File: config.mk
export PLATFORM = sky130hd
export DESIGN_NAME = shiftreg_in
export DESIGN_NICKNAME = d
export VERILOG_FILES = /design/src/rtl/shiftreg_in.sv
export SDC_FILE = /design/constraint.sdc
export NUM_CORES = 1
export LEC_CHECK = 0
export ABC_AREA = 1
export CORE_ASPECT_RATIO = 1.75
export CORE_UTILIZATION = 32
export DETAILED_ROUTE_END_ITERATION = 7
export PLACE_DENSITY_LB_ADDON = 0.2
export SLEW_MARGIN = 10
export SYNTH_ARGS = -nofsm -noshare
export SYNTH_HDL_FRONTEND = slang
export SYNTH_SLANG_ARGS = --single-unit
File: constraint.sdc
create_clock -name serial_clk -period 1.9 [get_ports serial_clk]
set_clock_uncertainty 0.2 [all_clocks]
set_input_delay 0.57 -clock serial_clk [delete_from_list [all_inputs] [get_ports serial_clk]]
set_output_delay 0.57 -clock serial_clk [all_outputs]
set_load 0.02 [all_outputs]
File: src/rtl/shiftreg_in.sv
`default_nettype none
// ============================================================================
// Module   : shiftreg_in
// Purpose  : Framed serial-to-parallel receiver. Data arrives MSB first,
//            qualified by frame. A shift register and bit counter feed a
//            double-buffered holding register with a valid/ack handshake.
//            Each frame yields at most one byte. A frame that is cut short
//            raises a one-cycle frame_error pulse.
// Option   : SHIFTREG_IN_OVERRUN_EN
//            When defined, a byte that completes while the holding register
//            is still unread is discarded and the sticky overrun flag is set.
//            When undefined, that byte overwrites the holding register and
//            overrun is tied to 0.
// Revision : 1.0 - initial release
// ============================================================================
module shiftreg_in (
  input  logic       serial_clk,
  input  logic       reset_n,
  input  logic       serial_in,
  input  logic       frame,
  input  logic       data_ack,
  input  logic       overrun_clr,
  output logic [7:0] data_out,
  output logic       data_valid,
  output logic       busy,
  output logic       frame_error,
  output logic       overrun
);

  typedef enum logic [1:0] {
    IDLE      = 2'd0,
    SHIFT     = 2'd1,
    WAIT_IDLE = 2'd2
  } state_t;

  state_t      state_q;
  logic [7:0]  shift_data_q;
  logic [3:0]  bit_cnt_q;
  logic [7:0]  data_out_q;
  logic        data_valid_q;
  logic        busy_q;
  logic        frame_error_q;
  logic [7:0]  byte_d;

  // The byte as it stands once the current bit is appended (valid on the 8th bit)
  assign byte_d = {shift_data_q[6:0], serial_in};

`ifdef SHIFTREG_IN_OVERRUN_EN
  logic overrun_q;
`else
  logic w_unused;
  assign w_unused = overrun_clr;
`endif

  // Receive FSM, shift path, holding register and status flags
  always_ff @(posedge serial_clk or negedge reset_n) begin
    if (!reset_n) begin
      state_q       <= IDLE;
      shift_data_q  <= 8'h00;
      bit_cnt_q     <= 4'd0;
      data_out_q    <= 8'h00;
      data_valid_q  <= 1'b0;
      busy_q        <= 1'b0;
      frame_error_q <= 1'b0;
`ifdef SHIFTREG_IN_OVERRUN_EN
      overrun_q     <= 1'b0;
`endif
    end else begin
      frame_error_q <= 1'b0;

      // A consumer read empties the holding register; a completion below may refill it
      if (data_ack && data_valid_q) begin
        data_valid_q <= 1'b0;
      end

`ifdef SHIFTREG_IN_OVERRUN_EN
      // Clear first so that a coinciding overrun event below takes priority
      if (overrun_clr) begin
        overrun_q <= 1'b0;
      end
`endif

      case (state_q)
        IDLE: begin
          if (frame) begin
            shift_data_q <= {7'h00, serial_in};
            bit_cnt_q    <= 4'd1;
            state_q      <= SHIFT;
            busy_q       <= 1'b1;
          end
        end

        SHIFT: begin
          if (!frame) begin
            // Frame ended early: drop the partial byte, holding register untouched
            shift_data_q  <= 8'h00;
            bit_cnt_q     <= 4'd0;
            state_q       <= IDLE;
            busy_q        <= 1'b0;
            frame_error_q <= 1'b1;
          end else if (bit_cnt_q == 4'd7) begin
            shift_data_q <= byte_d;
            bit_cnt_q    <= 4'd0;
            state_q      <= WAIT_IDLE;
            busy_q       <= 1'b0;
`ifdef SHIFTREG_IN_OVERRUN_EN
            if (data_valid_q && !data_ack) begin
              overrun_q <= 1'b1;
            end else begin
              data_out_q   <= byte_d;
              data_valid_q <= 1'b1;
            end
`else
            data_out_q   <= byte_d;
            data_valid_q <= 1'b1;
`endif
          end else begin
            shift_data_q <= byte_d;
            bit_cnt_q    <= bit_cnt_q + 4'd1;
          end
        end

        WAIT_IDLE: begin
          // Remaining bits of an over-long frame are ignored
          if (!frame) begin
            state_q <= IDLE;
          end
        end

        default: begin
          state_q   <= IDLE;
          bit_cnt_q <= 4'd0;
          busy_q    <= 1'b0;
        end
      endcase
    end
  end

  assign data_out    = data_out_q;
  assign data_valid  = data_valid_q;
  assign busy        = busy_q;
  assign frame_error = frame_error_q;
`ifdef SHIFTREG_IN_OVERRUN_EN
  assign overrun     = overrun_q;
`else
  assign overrun     = 1'b0;
`endif

endmodule
`default_nettype wire

==> impl_metrics.toml <==
[run_status]
status = "finished, final reports clean"

[critical_path]
cpLargestDelayFamily = "flip-flops"
cp_data_arrival_time_ns = 0.98
cp-start-kind = "flip-flop"
maximum_fanout_encountered_on_the_critical_timing_path = 2
critPathMaxStageDelay_ns = 0.39
timing.critical_path.required_ns = 1.13
worstPathBufferInverterCount = 1
worstSetupPathType = "reg -> out"
cp_slowest_cell = "dfrtp_1"
timing.critical_path.cells = "dlygate4sd2_1"
critical_path.endpoint_type = "output pin"

[clock_tree]
cts_hold_buffers = 0
cts_htree_levels = 1
numCtsBuffers = 3
cts_tree = "done"
clk_pin_slew_worst_paths_ns = 0.09
insertion_delay_ns = 0.27
numClockSinks = 24
clk_root_buffer_cell = "clkbuf_8"
ctsLongestPathBuffers = 2

[route]
viasPerCell = 4.40
vias = 752
drt_first_pass_iters = 3
detail_route.wirelength_mm = 1.79
drc = 0
initialDrtViolationCount = 27
avgRoutedWirePerCell_um = 10.5
detail-route-antenna-nets = 0

[synth]
yosys_register_bits = 24
synth_fp_nets = 116
postSynthCellCount = 109
synthesis.area_per_instance_um2 = 9.21
syn-cell-area_mm2 = 0.00100
synth_cell_type_count = 20
sequential_cell_area_fraction_in_the_yosys_report_pct = 59.9
yosys_warnings = 0

[floorplanning]
placement_rows = 26
design.core.area_mm2 = 0.00296
start_util_pct = 33.9
die_y_um = 76.1
die_area_mm2 = 0.00337
chipWidth_um = 44.3
ioPinCount = 18

[power]
worst_ir_drop_vdd_uv = 454
powerDensity_mw_per_mm2 = 846
static-leakage-power_nw = 0.676

[sta]
timing_hold_violations_final = 0
final.hold.worst_slack_ns = 0.269
final_critical_period_ns = 1.75
max_clock_freq_mhz = 573
report.final.slew_viol_count = 0
rsz_0062_raised_after_global_routing = "false"
setup-violations-final = 0
final_min_period_over_clock_period_pct = 91.9
fin_tns_setup_ns = 0

[placement]
count_of_buffers_from_port_buffering = 15
gp_congestion = 0.750
total_half_perimeter_wirelength_after_legalization_and_detailed_placement_mm = 1.34

[layout]
final_layout_size_suffix_gt1_share_pct = 10.1
nNetsFinal = 137
insertedDiodeCount = 0
mostFrequentLayoutCells = "nand2_1 (39), dfrtp_1 (24), inv_1 (11), dlygate4sd2_1 (11)"
mostFrequentLayoutCell = "nand2_1"
synthToLayoutAreaGrowth_pct = 25.3

[flow_run]
maxCapViolCount = 0

[grt]
globalRoute.totalOverflow = 0
groute.usage.overall_pct = 12.2
grt_pass1_vias = 749
grt_start_max_net_pins = 25
grt_first_pass_wirelength_mm = 3.10
antenna_found_initial = 0

[min_path]
classification_of_the_worst_slack_hold_path = "reg -> reg"
==> flip-flops by register name (all words and copies together), names as in the netlist <==
name,cells
bit_cnt_q,4
busy,1
data_out,8
data_valid,1
frame_error,1
shift_data_q,7
state_q,2
==> metrics by stage <==
step	cell area [µm²]	util [%]	std cells	setup slack (ns)	power, mW
final	1260	42.5	171	0.155	1.06
after CTS	1260	42.5	171	0.144	1.07
after global routing	1260	42.5	171	0.105	1.11
after detailed placement	1220	41.1	167	-0.0910	0.735
after global placement	1220	41.1	167	-0.0548	0.730
after floorplan	1000	-	109	0.552	0.670
==> logic make-up after synthesis <==
logic type               Yosys count  synth area share, %
AND/OR/NAND/NOR                   56                 25.1
flip-flops                        24                 59.9
buffers and inverters             14                 5.99
AO/OA/AOI/OAI                     13                 7.48
adder cells (fa/ha/maj)            1                 1.25
other                              1                0.374
==> synth_stat cells <==
library cell,number,area [µm²]
a21oi_2,1,8.76
buf_4,1,7.51
nor2_1,6,22.5
buf_2,1,5.00
nand3_1,6,30.0
conb_1,1,3.75
a21oi_1,2,10.0
nand2_1,39,146
nor2_4,1,11.3
nand2_2,1,6.26
inv_1,11,41.3
nand4_1,1,6.26
nand2_4,1,11.3
ha_1,1,12.5
dfrtp_1,24,601
o22ai_1,5,31.3
inv_4,1,6.26
o21ai_1,1,5.00
nand3_4,1,17.5
o21ai_0,4,20.0
==> metal layers <==
metal  GRT usage (%)  part of all wire, %
met1            13.4                   43
met2            20.7                   52
met3            2.13                  1.8
met4            7.27                  2.4
met5               0                    0
==> power breakdown <==
part	switching [mW]	internal (mW)	leakage [nW]
clock network	0.165	0.185	0.0288
logic	0.0849	0.0550	0.321
registers	0.0308	0.542	0.325
==> path summary, 6_finish.rpt <==
path | from | end | slack [ns] | cells after the start
max | busy | busy | 0.15 | 1
min | data_out[7] | data_out[7] | 0.27 | 2
max reg2reg | bit_cnt_q[0] | data_out[3] | 0.41 | 6
min reg2reg | data_out[7] | data_out[7] | 0.27 | 2
max in group asynchronous | reset_n | data_out[4] | 0.82 | 2
min in group asynchronous | reset_n | bit_cnt_q[0] | 0.45 | 2
==> what timing repair did <==
action	CTS	global route
setup endpoints to repair	11	0
resized for setup	11	0
buffers inserted	0	0
endpoints found under the hold margin	0	0
==> area by class of cell <==
type	instances	area, µm²
multi-input cells	71	343
well taps	42	52.6
inverters	12	47.5
clock buffers	4	55.1
repair buffers	18	159
flip-flops and latches	24	601
fillers	303	1700
(Power assumes the default switching activity.)
